### config.mk
export PLATFORM = sky130hd
export DESIGN_NAME = morse_keyer
export DESIGN_NICKNAME = d
export VERILOG_FILES = /design/src/rtl/morse_keyer.sv
export SDC_FILE = /design/constraint.sdc
export NUM_CORES = 1
export LEC_CHECK = 0
export BUFFER_PORTS_ARGS = -buffer_cell sky130_fd_sc_hd__buf_4
export CORE_MARGIN = 3
export CORE_UTILIZATION = 31
export CTS_CLUSTER_DIAMETER = 120
export CTS_CLUSTER_SIZE = 8
export DETAILED_ROUTE_END_ITERATION = 10
export PLACE_DENSITY = 0.45
export SYNTH_ARGS = -nofsm -noshare
export SYNTH_HDL_FRONTEND = slang
export SYNTH_SLANG_ARGS = --single-unit
### constraint.sdc
create_clock -name clk -period 6.39 [get_ports clk]
set_input_delay 0.9585 -clock clk [delete_from_list [all_inputs] [get_ports clk]]
set_output_delay 0.9585 -clock clk [all_outputs]
set_load 0.05 [all_outputs]
### src/rtl/morse_keyer.sv
// morse_keyer: accepts one ASCII character per valid/ready handshake, looks it
// up in a one-stage registered Morse table and plays the code word out on
// key_out with standard unit timing (dot 1, dash 3, intra gap 1, char gap 3,
// word space 7 units of UNIT_CYCLES clocks).
//
// Ports:
//   clk, rst_n      clock and synchronous active-low reset
//   char_valid      upstream has a character on char_in
//   char_in   [7:0] ASCII character
//   char_ready      handshake ready (registered)
//   tbl_addr  [7:0] lookup table address, the latched character
//   tbl_data  [7:0] code word {N[2:0], symbols[4:0]}, 1 = dash
//   key_out         Morse key, 1 = mark
//   busy            ~char_ready
module morse_keyer #(
  parameter int unsigned UNIT_CYCLES = 6_000_000
) (
  input  logic       clk,
  input  logic       rst_n,
  input  logic       char_valid,
  input  logic [7:0] char_in,
  output logic       char_ready,
  output logic [7:0] tbl_addr,
  input  logic [7:0] tbl_data,
  output logic       key_out,
  output logic       busy
);

  localparam int unsigned TIMER_W = 24;
  localparam int unsigned UNITS_W = 3;
  localparam int unsigned IDX_W   = 3;
  localparam logic [TIMER_W-1:0] UNIT_LAST = TIMER_W'(UNIT_CYCLES - 1);

  typedef enum logic [2:0] {
    S_IDLE,
    S_FETCH,
    S_LOAD,
    S_MARK,
    S_SPACE,
    S_CHAR_GAP,
    S_WORD_GAP
  } state_t;

  state_t               state_q, state_n;
  logic [7:0]           addr_n;
  logic [7:0]           code_q, code_n;
  logic [IDX_W-1:0]     idx_q, idx_n;
  logic [TIMER_W-1:0]   timer_q, timer_n;
  logic [UNITS_W-1:0]   units_q, units_n;
  logic                 key_n;
  logic                 ready_n;

  logic [2:0]           n_sym;
  logic [IDX_W-1:0]     load_idx;
  logic                 elem_done;
  logic                 accept;

  assign n_sym     = tbl_data[7:5];
  assign load_idx  = IDX_W'(n_sym - 3'd1);
  assign elem_done = (timer_q == UNIT_LAST) && (units_q == UNITS_W'(1));
  assign accept    = char_valid && char_ready;

  // Length in units of a mark for one symbol
  function automatic logic [UNITS_W-1:0] mark_len(input logic dash);
    return dash ? UNITS_W'(3) : UNITS_W'(1);
  endfunction

  // State and datapath registers
  always_ff @(posedge clk) begin
    if (!rst_n) begin
      state_q    <= S_IDLE;
      tbl_addr   <= '0;
      code_q     <= '0;
      idx_q      <= '0;
      timer_q    <= '0;
      units_q    <= '0;
      key_out    <= 1'b0;
      char_ready <= 1'b1;
      busy       <= 1'b0;
    end else begin
      state_q    <= state_n;
      tbl_addr   <= addr_n;
      code_q     <= code_n;
      idx_q      <= idx_n;
      timer_q    <= timer_n;
      units_q    <= units_n;
      key_out    <= key_n;
      char_ready <= ready_n;
      busy       <= ~ready_n;
    end
  end

  // Next-state, counters and registered-output values
  always_comb begin
    state_n = state_q;
    addr_n  = tbl_addr;
    code_n  = code_q;
    idx_n   = idx_q;
    key_n   = key_out;
    timer_n = timer_q;
    units_n = units_q;
    ready_n = 1'b0;

    // Unit timer and units-remaining run in every non-idle state
    if (state_q != S_IDLE) begin
      if (timer_q == UNIT_LAST) begin
        timer_n = '0;
        units_n = units_q - UNITS_W'(1);
      end else begin
        timer_n = timer_q + TIMER_W'(1);
      end
    end

    case (state_q)
      S_IDLE: begin
        key_n = 1'b0;
        if (accept) begin
          addr_n  = char_in;
          state_n = S_FETCH;
          timer_n = '0;
          units_n = UNITS_W'(1);
        end
      end
      S_FETCH: begin
        state_n = S_LOAD;
        timer_n = '0;
        units_n = UNITS_W'(1);
      end
      S_LOAD: begin
        timer_n = '0;
        if ((n_sym != 3'd0) && (n_sym <= 3'd5)) begin
          code_n  = tbl_data;
          idx_n   = load_idx;
          key_n   = 1'b1;
          units_n = mark_len(tbl_data[load_idx]);
          state_n = S_MARK;
        end else begin
          key_n   = 1'b0;
          units_n = UNITS_W'(7);
          state_n = S_WORD_GAP;
        end
      end
      S_MARK: begin
        key_n = 1'b1;
        if (elem_done) begin
          key_n   = 1'b0;
          timer_n = '0;
          if (idx_q == '0) begin
            units_n = UNITS_W'(3);
            state_n = S_CHAR_GAP;
          end else begin
            idx_n   = idx_q - IDX_W'(1);
            units_n = UNITS_W'(1);
            state_n = S_SPACE;
          end
        end
      end
      S_SPACE: begin
        key_n = 1'b0;
        if (elem_done) begin
          key_n   = 1'b1;
          timer_n = '0;
          units_n = mark_len(code_q[idx_q]);
          state_n = S_MARK;
        end
      end
      S_CHAR_GAP, S_WORD_GAP: begin
        key_n = 1'b0;
        if (elem_done) begin
          timer_n = '0;
          units_n = UNITS_W'(1);
          if (accept) begin
            addr_n  = char_in;
            state_n = S_FETCH;
          end else begin
            state_n = S_IDLE;
          end
        end
      end
      default: begin
        state_n = S_IDLE;
        key_n   = 1'b0;
      end
    endcase

    // Ready is raised for the final gap cycle so that a waiting character
    // transfers on the very edge the gap ends, with no idle cycle between.
    ready_n = (state_n == S_IDLE) ||
              (((state_n == S_CHAR_GAP) || (state_n == S_WORD_GAP)) &&
               (units_n == UNITS_W'(1)) && (timer_n == UNIT_LAST));
  end

endmodule

; Word level (Yosys, flattened, before mapping)
; Index checks and enable logic that the tools add are counted.
; Widths: inputs -> output; s select.
[op_classes]
addsub = 4
multipliers = 0
div = 0
magnitude_cmp = 3
eq_ne = 16
n_shift = 0
mux = 39
bitwise = 1
reduce_logical = 20
[ops]
columns = cell, n
row1 = $mux 24, 4
row2 = $pmux 24 s3, 1
row3 = $eq 24x23->1 const B, 2
row4 = $mux 3, 15
row5 = $pmux 3 s6, 2
row6 = $add 24x1->24 const B, 1
row7 = $mux 8, 2
row8 = $pmux 8 s2, 1
row9 = $eq 3x3->1 const B, 5
row10 = $eq 3x1->1 const B, 3
row11 = $logic_not 3->1, 3
row12 = $sub 3x1->3 const B, 3
row13 = $lt 3x4->1 const B, 2
row14 = $ne 2x2->1 const B, 4
row15 = $mux 1, 7
row16 = $bmux 1 s3, 2
row17 = $eq 3x2->1 const B, 2
row18 = $mux 2, 3
row19 = $pmux 3 s2, 1
row20 = $reduce_bool 3->1, 2
row21 = $logic_and 1x1->1, 5
row22 = $pmux 1 s4, 1
row23 = $reduce_and 2->1, 2
row24 = $reduce_and 4->1, 1
row25 = other kinds (6), 9
[word_totals]
reg_bits = 52
latchBits = 0
ramBits = 0
rom_bits = 0
input_bits = 19
out_inout_bits = 11
wordCells = 92
n_memories = 0

; Longest topological paths before layout
; Gate-level depths: netlist of run 1.
[depth]
ltp_word = 11
ltp_mapped = 10
depth_no_buf = 9

; Least setup slack after synthesis of run 1
; Ideal clock, no wire load.
[synth_timing]
path_kind = register to register
from = reg timer_q[13]
to = reg busy
setup_time_ns = 0.115
arrival_time_ns = 2.734
slack_ns = 3.541
path_stages_with_launch = 10
path_buffers = 2
synth_period_minus_slack_ns = 2.849
path_cell_list = dfxtp_1 > buf_6 > or4_4 > or4_4 > buf_6 > or3_4 > a211oi_2 > and4_1 > nand4_1 > o21a_1
[synth_via]
elab_chain_len = 10
elab_cells_between_ends = 29
classes_between = add/sub: 1 / eq/ne: 5 / mux: 16 / bitwise: 1 / reduce/logical: 6
[synth_rtl]
columns = item, line_no
row1 = "start, declared", 48  ; logic [TIMER_W-1:0] timer_q, timer_n;
row2 = "start signal, assigned", 85  ; timer_q <= timer_n;
row3 = branches (longest 8 deep; another with $add 24x1->24), --
row4 = $logic_or 1x1->1 (*), 188  ; ready_n = (state_n == S_IDLE) ||
row5 = $not 1->1 (*), 89  ; busy <= ~ready_n;
row6 = "end signal, assigned", 89
row7 = "end, declared", 26  ; output logic busy
; Mark *: on every way between the ends.
; A chain may end at the register's enable or synchronous reset.

; Worst setup path in the final report of run 1
; Same ends and word-level chain as after synthesis.

==> impl_metrics.ini, run 1 <==
[placed_design]
hpwl_um = 5958
io_buffers = 29
routabilityCongestion = 0.7897
post_dp_cell_area_mm2 = 0.003495

[clock_tree]
holdBufCountCts = 0
cts-resized-gates = 0
htree_levels = 2
clk_latency_ns = 0.31
cts_root_buf = clkbuf_8
clock_path_buffers = 2
post_cts_buffers = 0
cts_tree = built
clock_sinks = 52
cts_inserted_buffers = 5
clk_pin_slew_ns = 0.10

[setup_path]
worst-setup-path-type = reg2reg
endpoint_kind = flop
required_ns = 6.61
critPathLaunchType = flop
critPathBufInv = 0
critPathMaxStageDelay_ns = 0.63
worstPathArrival_ns = 3.36
crit_fanout = 9
crit_slowest_cell = or4_4
cp_common_cell = or4_4
worstPathCellList = or4_4 > or4_4 > nor4_1 > o211ai_1 > a221oi_2 > nand4_1 > o21a_1
critPathTopFamily = simple AND/OR/NAND/NOR gates

[global_routing]
track_usage = 0.1433
grt_start_max_net_pins = 30
grt_antenna_before_repair = 0
grt_pass1_wl_um = 13210
grt-ovfl-total = 0
grt_pass1_vias = 2526

[synthesis]
synth_fp_nets = 415
synthDistinctLibCells = 65
yosysSeqAreaShare = 0.3246
ys_warn_count = 0
avgSynthCellArea_um2 = 8.265
yosysTopAreaCell = dfxtp_1
ys_seq_elements = 52
syn_area_mm2 = 0.003207
synth_edf_count = 0
synthesis.instances = 388
synthArstFlopShare = 0
synth_top_flop_cell = dfxtp_1
netlist.area_leader.share = 0.3246
netlist_top_cells_area = dfxtp_1 32%, mux2i_1 4.4%, nor2_1 4.3%

[timing]
fin_crit_sh = 0.4920
tightest_slew_ns = 1.115
slew_viol_final = 0
finalHoldViolations = 0
setup_viol = 0
tns_ns = 0
skew_ns = 0.01186
slew-limit-headroom = 0.2508
timing.fmax_ghz = 0.3180
min_period_ns = 3.144
fin_hold_ws_ns = 0.4666
rsz0062_at_grt = no

[routing]
dr.pass1.iters = 4
wl_per_cell_um = 15.01
drt_iter0_markers = 184
antenna_left = 0
num_vias = 2795
avgViaCountPerCell = 5.215
wl_um = 8044
drcViolationCount = 0

[floorplan]
core_mm2 = 0.009910
row_count = 36
die_area_mm2 = 0.01160
die_h_um = 107.7
io_pins = 30
start_util = 0.3236
die_w_um = 107.7

[final_layout]
n_antenna_cell = 0
nets = 429
final.fill_count = 1067
final_util = 0.3654
layout-drive-gt1-share = 0.1315
final_area_mm2 = 0.003621
syn_to_final_growth_pct = 12.91

[min_path]
min_path_type = reg2reg

[job]
drv_cap = 0

[outcome]
outcome = finished clean

[power_and_ir_drop]
p_leak_nw = 1.253
ir_drop_mv = 0.09559
p_per_area_mw_per_mm2 = 258.5
==> synth_stat cells, types with 10 or more instances <==
master / n
inv_1: 11
nand4_1: 14
clkbuf_1: 19
o21ai_0: 10
mux2i_1: 14
xor2_1: 14
dfxtp_1: 52
nor2_1: 37
nand2_1: 36
nand3_1: 19
nor2b_1: 16
==> final cells by class <==
cell class | count | area [um2] | area share
Clock buffer | 7 | 96.34 | 0.02661
Clock inverter | 1 | 30.03 | 0.008293
Inverter | 11 | 41.29 | 0.01140
Multi-Input combinational cell | 302 | 2021 | 0.5581
Sequential cell | 52 | 1041 | 0.2875
Tap cell | 133 | 166.4 | 0.04596
Timing Repair Buffer | 30 | 225.2 | 0.06220
==> report_power, final <==
part           internal, mW  switching (mW)
Combinational         0.108           0.188
Clock                 0.138           0.111
Sequential            0.353          0.0372
==> stage by stage <==
stage	setup WS (ns)	total power, mW	std cells
finish	3.246	0.9358	536
floorplan	3.541	0.6100	388
detailed placement	3.227	0.6959	528
global route	3.008	0.9973	536
global placement	3.248	0.6981	528
CTS	3.273	0.9509	536
==> metal layers <==
layer  routed length (um)  share of wire  GRT usage  vias up
met5                    0              0          0        -
met4                   95          0.012    0.03787        0
met3                  228          0.028    0.02400        6
met2                 3631           0.45     0.2127       50
met1                 4089           0.51     0.2127     1300
li1                     -              -          -     1439
==> placed cells by master (no fill, tap or decap), types with 7 or more instances in the layout <==
master,netlist,routed
nand3_1,19,19
dfxtp_1,52,52
xor2_1,14,14
mux2i_1,14,14
and2_1,7,7
o21ai_0,10,10
inv_1,11,11
buf_4,0,30
nor2b_1,16,16
nor4_1,9,9
clkbuf_8,0,7
ha_1,8,8
nand4_1,14,14
a21boi_0,9,9
nor2_1,37,37
xnor2_1,8,8
nand2_1,36,36
nor3_1,9,9
a21oi_1,8,8
==> tightest hold or removal path, cell delays in order, from the launching register on <==
cell and delay [ns]:
dfxtp_1 0.32, nand2_1 0.04, a21boi_0 0.06
==> cells by family (layout without fill, tap and decap cells) <==
group / after synthesis / after routing / synth area share
buffers and inverters: 34 / 49 / 0.04526
DFF: 52 / 52 / 0.3246
and+or+nand+nor: 180 / 180 / 0.2993
muxes: 17 / 17 / 0.06476
adders and majority gates: 9 / 9 / 0.03434
AOI/OAI and AO/OA: 74 / 74 / 0.1717
xor gates and xnor gates: 22 / 22 / 0.06009
==> state kept, by name, indices dropped and copies added (netlist names) <==
register	flops
state_q	3
key_out	1
timer_q	24
tbl_addr	8
idx_q	3
busy	1
units_q	3
code_q	8
char_ready	1
==> worst paths after layout <==
path	startpoint	end	slack [ns]	cells past startpoint
max	timer_q[13]$_SDFF_PN0_	busy$_SDFF_PN0_	3.25	7
min	code_q[3]$_SDFFE_PN0P_	code_q[3]$_SDFFE_PN0P_	0.47	2
max reg2reg	timer_q[13]$_SDFF_PN0_	busy$_SDFF_PN0_	3.25	7
min reg2reg	code_q[3]$_SDFFE_PN0P_	code_q[3]$_SDFFE_PN0P_	0.47	2
(Power assumes the default switching activity.)
==> inputs of run 2 (changes only) <==
==> constraint.sdc (replaced) <==
create_clock -name clk -period 3.1 [get_ports clk]
set_input_delay 0.465 -clock clk [delete_from_list [all_inputs] [get_ports clk]]
set_output_delay 0.465 -clock clk [all_outputs]
set_load 0.05 [all_outputs]
==> run 2 against run 1 <==
Global-route usage is 0.41 points higher. Via count is 5.0% higher. Register-to-register slack worse by 3.1 ns. Largest cell class unchanged. Die area stayed put.
==> impl_metrics.ini, run 2 (synthesis gave the netlist of run 1 again) <==
[final_layout]
nets = 449
final_area_mm2 = 0.003771
syn_to_final_growth_pct = 17.60
final.fill_count = 1044
largest_register_ffs = 24
layout-drive-gt1-share = 0.1726
reg_top3 = timer_q: 24 flops, code_q: 8 flops, tbl_addr: 8 flops
final_common_cell = dfxtp_1
seq_area_mm2 = 0.001041
largest-register = timer_q
layout_common_cells = 52 x dfxtp_1, 50 x buf_4, 37 x nor2_1
n_antenna_cell = 0
multi_input_area_mm2 = 0.002021

[clock_tree]
clk_latency_ns = 0.31
clock_path_buffers = 2
post_cts_buffers = 0
holdBufCountCts = 0
clock_sinks = 52
htree_levels = 2
cts-resized-gates = 0
cts_tree = built
clk_pin_slew_ns = 0.10
cts_inserted_buffers = 5
cts_root_buf = clkbuf_8

[timing]
fin_crit_sh = 0.9438
finalHoldViolations = 0
tightest_slew_ns = 0.5654
slew_viol_final = 0
setup_viol = 0
slew-limit-headroom = 0.6230
tns_ns = 0
skew_ns = 0.01011
rsz0062_at_grt = no
min_period_ns = 2.926
worst_slack_ns = 0.1741
timing.fmax_ghz = 0.3418

[routing]
drcViolationCount = 0
dr.pass1.iters = 4
antenna_left = 0
wl_um = 8264
num_vias = 2936
avgViaCountPerCell = 5.281
wl_per_cell_um = 14.86
drt_iter0_markers = 170

[placed_design]
hpwl_um = 6237
io_buffers = 29
post_dp_cell_area_mm2 = 0.003645
place_ws_ns = 0.2140
routabilityCongestion = 0.8265

[global_routing]
grt_start_max_net_pins = 30
grt_pass1_vias = 2731
grt_antenna_before_repair = 0
track_usage = 0.1474
grt_pass1_wl_um = 13900
grt-ovfl-total = 0

[floorplan]
row_count = 36
core_mm2 = 0.009910
die_w_um = 107.7
io_pins = 30
die_area_mm2 = 0.01160
start_util = 0.3236
die_h_um = 107.7

[setup_path]
worst-setup-path-type = reg2reg
worstPathArrival_ns = 3.15
endpoint_kind = flop
critPathLaunchType = flop
required_ns = 3.32
crit_fanout = 9

[power_and_ir_drop]
total_power_mw = 1.987
p_leak_nw = 1.354
ir_drop_mv = 0.2115
p_per_area_mw_per_mm2 = 526.9

[job]
drv_cap = 0

[min_path]
min_path_type = in2reg

[outcome]
outcome = finished clean
-- run 2: critical path, cell delays in order, from the launching register on --
cell	delay, ns
dfxtp_1	0.38
or4_4	0.51
or4_4	0.63
nor4_1	0.38
o211ai_1	0.22
a221oi_2	0.33
nand4_1	0.17
o21a_1	0.22
-- run 2: path summary, 6_finish.rpt --
check                         startpoint  depth (start not counted)  slack (ns)                       end
setup / recovery  timer_q[21]$_SDFF_PN0_                          7        0.17           busy$_SDFF_PN0_
hold / removal                char_in[4]                          3        0.41  tbl_addr[4]$_SDFFE_PN0P_
setup reg to reg  timer_q[21]$_SDFF_PN0_                          7        0.17           busy$_SDFF_PN0_
hold reg to reg   code_q[6]$_SDFFE_PN0P_                          2        0.47    code_q[6]$_SDFFE_PN0P_
-- run 2: metrics by stage --
| step | hold WS (ns) | utilization | std cells |
|---|---|---|---|
| after floorplan | 0.4402 | - | 388 |
| after CTS | 0.4042 | 0.3806 | 556 |
| final | 0.4077 | 0.3806 | 556 |
| after detailed placement | 0.4632 | 0.3678 | 548 |
| after global routing | 0.3967 | 0.3806 | 556 |
| after global placement | 0.4510 | 0.3678 | 548 |
-- run 2: metal layers --
metal  GRT usage  up-vias  part of all wire
met1      0.2234     1377              0.52
met3     0.02579        9             0.042
li1            -     1486                 -
met5           0        -                 0
met4     0.03787        0             0.012
met2      0.2131       64              0.43
-- run 2: cell type report --
type | instances | share of cell area
clock buffers | 7 | 0.02555
repair buffers | 50 | 0.09954
flip-flops and latches | 52 | 0.2760
well taps | 133 | 0.04413
multi-input cells | 302 | 0.5358
inverters | 11 | 0.01095
clock inverters | 1 | 0.007963
-- run 2: report_power, final --
part | internal [mW] | total [mW] | switching [mW]
clock network | 0.285 | 0.523 | 0.238
logic | 0.261 | 0.699 | 0.438
registers | 0.729 | 0.765 | 0.0364
total | 1.28 | 1.99 | 0.712
